`config.mk`:
```
export PLATFORM = sky130hd
export DESIGN_NAME = dice_roller
export DESIGN_NICKNAME = d
export VERILOG_FILES = /design/src/rtl/dice_roller.sv
export SDC_FILE = /design/constraint.sdc
export NUM_CORES = 1
export LEC_CHECK = 0
export ABC_AREA = 1
export BUFFER_PORTS_ARGS = -buffer_cell sky130_fd_sc_hd__buf_2
export CAP_MARGIN = 20
export CORE_MARGIN = 3
export CORE_UTILIZATION = 63
export CTS_BUF_LIST = sky130_fd_sc_hd__clkbuf_4 sky130_fd_sc_hd__clkbuf_8
export CTS_CLUSTER_SIZE = 8
export DETAILED_ROUTE_END_ITERATION = 12
export PLACE_DENSITY = 0.91
export SETUP_SLACK_MARGIN = 0.5
export SLEW_MARGIN = 10
export SYNTH_ARGS = -nofsm -noshare
export SYNTH_HDL_FRONTEND = slang
export SYNTH_SLANG_ARGS = --single-unit
```
`constraint.sdc`:
```
create_clock -name Clk -period 5.1 [get_ports Clk]
set_input_delay 0.765 -clock Clk [delete_from_list [all_inputs] [get_ports Clk]]
set_output_delay 0.765 -clock Clk [all_outputs]
set_load 0.02 [all_outputs]
```
`src/rtl/dice_roller.sv`:
```
// rtl/dice_roller.sv - dice face generator: free-running LFSR, spin phase, bounded rejection sampling
// Optional build macro DICE_ROLLER_ANIM_EN: result tumbles through legal faces during the spin phase.
module dice_roller #(
   parameter int          SPIN_CYCLES = 16,
   parameter logic [15:0] LFSR_SEED   = 16'hACE1,
   parameter int          MAX_TRIES   = 8
) (
   input  logic       Clk,
   input  logic       Reset,
   input  logic       roll,
   input  logic [2:0] dice,
   output logic [6:0] result,
   output logic       busy,
   output logic       done
);
   localparam int SW = $clog2(SPIN_CYCLES + 1);
   localparam int TW = $clog2(MAX_TRIES + 1);
   localparam logic [SW-1:0] SPIN_LAST = SW'(SPIN_CYCLES - 1);
   localparam logic [TW-1:0] TRY_LAST  = TW'(MAX_TRIES - 1);

   typedef enum logic [1:0] {S_IDLE, S_SPIN, S_DRAW, S_FIN} state_t;

   state_t        state, next_state;
   logic [15:0]   lfsr;
   logic          roll_q;
   logic [2:0]    dice_l;
   logic [SW-1:0] spin_cnt;
   logic [TW-1:0] try_cnt;
   logic [6:0]    faces, mask, cand, res_val;
   logic          start, latch, try_inc, load_res;

   assign start = roll & ~roll_q;
   assign cand  = lfsr[6:0] & mask;

   always_comb begin
      faces = 7'd2;
      mask  = 7'd1;
      case (dice_l)
         3'd0: begin faces = 7'd2;   mask = 7'd1;   end
         3'd1: begin faces = 7'd4;   mask = 7'd3;   end
         3'd2: begin faces = 7'd6;   mask = 7'd7;   end
         3'd3: begin faces = 7'd8;   mask = 7'd7;   end
         3'd4: begin faces = 7'd10;  mask = 7'd15;  end
         3'd5: begin faces = 7'd12;  mask = 7'd15;  end
         3'd6: begin faces = 7'd20;  mask = 7'd31;  end
         default: begin faces = 7'd100; mask = 7'd127; end
      endcase
   end

`ifdef DICE_ROLLER_ANIM_EN
   logic [6:0] anim_val;
   always_comb begin
      anim_val = cand + 7'd1;
      if (anim_val > faces)
         anim_val = anim_val - faces;
   end
`endif

   always_ff @(posedge Clk or posedge Reset) begin
      if (Reset)
         state <= S_IDLE;
      else
         state <= next_state;
   end

   always_comb begin
      next_state = state;
      latch      = 1'b0;
      try_inc    = 1'b0;
      load_res   = 1'b0;
      res_val    = result;
      case (state)
         S_IDLE: begin
            if (start) begin
               latch      = 1'b1;
               next_state = S_SPIN;
            end
         end
         S_SPIN: begin
`ifdef DICE_ROLLER_ANIM_EN
            load_res = 1'b1;
            res_val  = anim_val;
`endif
            if (spin_cnt == SPIN_LAST)
               next_state = S_DRAW;
         end
         S_DRAW: begin
            // cand < 2*faces for every code, so the fallback fold is always in range
            if (cand < faces) begin
               load_res   = 1'b1;
               res_val    = cand + 7'd1;
               next_state = S_FIN;
            end else if (try_cnt == TRY_LAST) begin
               load_res   = 1'b1;
               res_val    = cand - faces + 7'd1;
               next_state = S_FIN;
            end else begin
               try_inc = 1'b1;
            end
         end
         S_FIN:   next_state = S_IDLE;
         default: next_state = S_IDLE;
      endcase
   end

   always_ff @(posedge Clk or posedge Reset) begin
      if (Reset) begin
         lfsr     <= LFSR_SEED;
         roll_q   <= 1'b0;
         dice_l   <= 3'd0;
         spin_cnt <= '0;
         try_cnt  <= '0;
         result   <= 7'd0;
         busy     <= 1'b0;
         done     <= 1'b0;
      end else begin
         lfsr   <= {1'b0, lfsr[15:1]} ^ (lfsr[0] ? 16'hB400 : 16'h0000);
         roll_q <= roll;
         // status lags the state by one cycle so busy rises the cycle after start
         busy   <= (state == S_SPIN) || (state == S_DRAW);
         done   <= (state == S_FIN);
         if (latch) begin
            dice_l   <= dice;
            spin_cnt <= '0;
            try_cnt  <= '0;
         end else begin
            if (state == S_SPIN)
               spin_cnt <= spin_cnt + 1'b1;
            if (try_inc)
               try_cnt <= try_cnt + 1'b1;
         end
         if (load_res)
            result <= res_val;
      end
   end
endmodule

```
==> results.toml <==
[power]
report.power.total_mw = 1.300
ir_drop_mv = 0.2935
power_leakage_nw = 1.311
powerDensity_mw_per_mm2 = 532.4

[die]
core.rowCount = 20
die_area_mm2 = 0.004271
die_height_um = 65.36
core_mm2 = 0.003203
dieWidth_um = 65.36
io_pins = 15
initial_core_util_pct = 69.30

[timing]
fin_ws_ns = 2.783
setup_violations = 0
min_period_ns = 2.317
fin_worst_skew_ns = 0.006221
hold_viol = 0
maxSlewHeadroom_pct = 67.96
holdWs_ns = 0.3632
fmax_ghz = 0.4316
rsz0062_at_grt = "false"
tns_ns = 0
min_period_over_period_pct = 45.43
tightest_slew_ns = 0.4807
slew_viol_final = 0

[placed_design]
dpl.hpwl_mm = 3.195
io_buffers = 14
dp_cells = 298
gp_congestion = 0.8359
pre_cts_slack_ns = 2.810

[drt]
via_per_inst = 5.425
ant_nets = 0
wirelength_mm = 4.154
drcViolationCount = 0
dr_total_vias = 1660
detailedRoute.firstPassIterationCount = 4
drt_iter0_markers = 75
wl_per_cell_um = 13.58

[cells_and_area]
area_growth_pct = 10.03
drive_gt1_share_pct = 20.99
final_cell_mix = "nand2_1, dfrtp_1, inv_1"
fin_nets = 290
final_common_cell = "nand2_1"
n_antenna_cell = 0
instances_no_fill = 306

[min_path]
whs_path_depth = 0
hp-start = "lfsr[9]$_DFF_PP0_"
worstHoldEndpoint = "lfsr[8]$_DFF_PP0_"
min_path_type = "flop to flop"

[worst_setup_path]
crit_path_frequent_cell = "nand2_1"
cp_cell_sequence = "inv_2, nand3_1, nand2_2, ha_1, inv_1, ha_1, fa_1, nand3_1, nand2_1, nand2_1, nand2_1, nor2_1, nor2_1, a21oi_2"
required_ns = 5.39
arrival_ns = 2.60
cp_top_family = "adder cells"
r2r_start = "dice_l[1]$_DFFE_PP0P_"
cp-start-kind = "flop"
worstReg2RegEnd = "result[5]$_DFFE_PP0P_"
cpPeakStageDelay_ns = 0.43
r2r.worst_path.cells = 14
cpMaxStageDelayCell = "dfrtp_1"
r2r_slack_ns = 2.78
path_buf_inv = 2
path_depth = 14
crit_type = "flop to flop"
path_max_fanout = 5
cp-end-kind = "flop"

[synthesis]
async_flop_share_pct = 100.0
yosysSeqAreaShare_pct = 45.55
ys.flop_type = "dfrtp_1"
syn-mean-instance-area_um2 = 9.248
ys_ff_latch = 40
syn-cell-area_mm2 = 0.002220
netlist-cell-type-count = 32
syn_nets = 269
synthCells = 240
synth_edf_count = 0
yosysWarnings = 0

[clocking]
cts_buffers = 5
htree_levels = 2
clk_path_buf_depth = 2
clock_latency_ns = 0.34
hold_buffers = 0
postCtsSetupRepairBufs = 0
root_buffer = "clkbuf_4"
cts.sinks = 40
ctsResizeCount = 0
cts_tree = "done"
path_clk_slew_ns = 0.11

[global_routing]
grt_remaining_overflow = 0
antenna_found_initial = 0
grt_max_degree = 41
grt_pass1_wl_mm = 7.458
grt.total_usage_pct = 23.28
grt_pass1_vias = 1702

[job]
max-cap-violations = 0

[run_status]
status = "completed"
synth_stat cells (all sizes together), types with 3 or more instances:
cell type,number,share of area [%]
a21oi,11,2.6
dfrtp,32,36
dfstp,8,9.5
fa,3,2.7
ha,20,11
inv,34,5.7
nand2,58,11
nand3,21,6.0
nand4,4,1.1
nor2,15,3.2
nor3,5,1.1
o211ai,3,1.0
o21ai,9,2.2
xor2,7,2.8
sequential cells by signal, indices dropped and copies added, names as in the netlist:
name,cells
busy,1
dice_l,3
done,1
lfsr,16
result,7
roll_q,1
spin_cnt,5
state,2
try_cnt,4
logic make-up (layout without fill, tap and decap cells):
| kind of cell | count (synthesis) | count (layout) | synth area share [%] |
|---|---|---|---|
| compound gates | 27 | 27 | 7.667 |
| xor+xnor | 9 | 9 | 3.551 |
| fa+ha+maj | 23 | 23 | 13.98 |
| buf+inv | 36 | 58 | 6.144 |
| flops | 40 | 40 | 45.55 |
| simple gates | 105 | 105 | 23.11 |
area by class of cell:
type	instances	area, um2
clock buffers	7	65.06
multi-input cells	164	1072
flip-flops and latches	40	1011
inverters	35	131.4
well taps	44	55.05
repair buffers	15	77.57
clock inverters	1	30.03
fillers	243	760.7
layer usage:
metal	GRT usage, %	up-vias	routed length [um]
met5	0	-	0
met4	9.845	0	80
met3	4.786	10	147
met2	40.96	33	2177
met1	27.46	800	1749
li1	-	817	-
per-stage QoR:
| step | utilization [%] | cell area (um2) |
|---|---|---|
| floorplan | - | 2220 |
| global placement | 73.28 | 2347 |
| detailed placement | 73.28 | 2347 |
| CTS | 76.25 | 2442 |
| global route | 76.25 | 2442 |
| finish | 76.25 | 2442 |
how the worst max path moves through the flow:
stage,start,end,slack [ns]
after floorplan,dice_l[1]$_DFFE_PP0P_,result[5]$_DFFE_PP0P_,3.00
after global placement,dice_l[2]$_DFFE_PP0P_,result[6]$_DFFE_PP0P_,2.92
after detailed placement,dice_l[1]$_DFFE_PP0P_,result[5]$_DFFE_PP0P_,2.81
after CTS,dice_l[1]$_DFFE_PP0P_,result[5]$_DFFE_PP0P_,2.77
after global routing,dice_l[2]$_DFFE_PP0P_,result[5]$_DFFE_PP0P_,2.58
final,dice_l[1]$_DFFE_PP0P_,result[5]$_DFFE_PP0P_,2.78
power breakdown:
group	total [mW]	internal, mW	switching, mW
clock	0.228	0.130	0.0974
sequential	0.460	0.399	0.0613
combinational	0.612	0.219	0.393
Note: power is estimated with default switching activity, not from simulation.
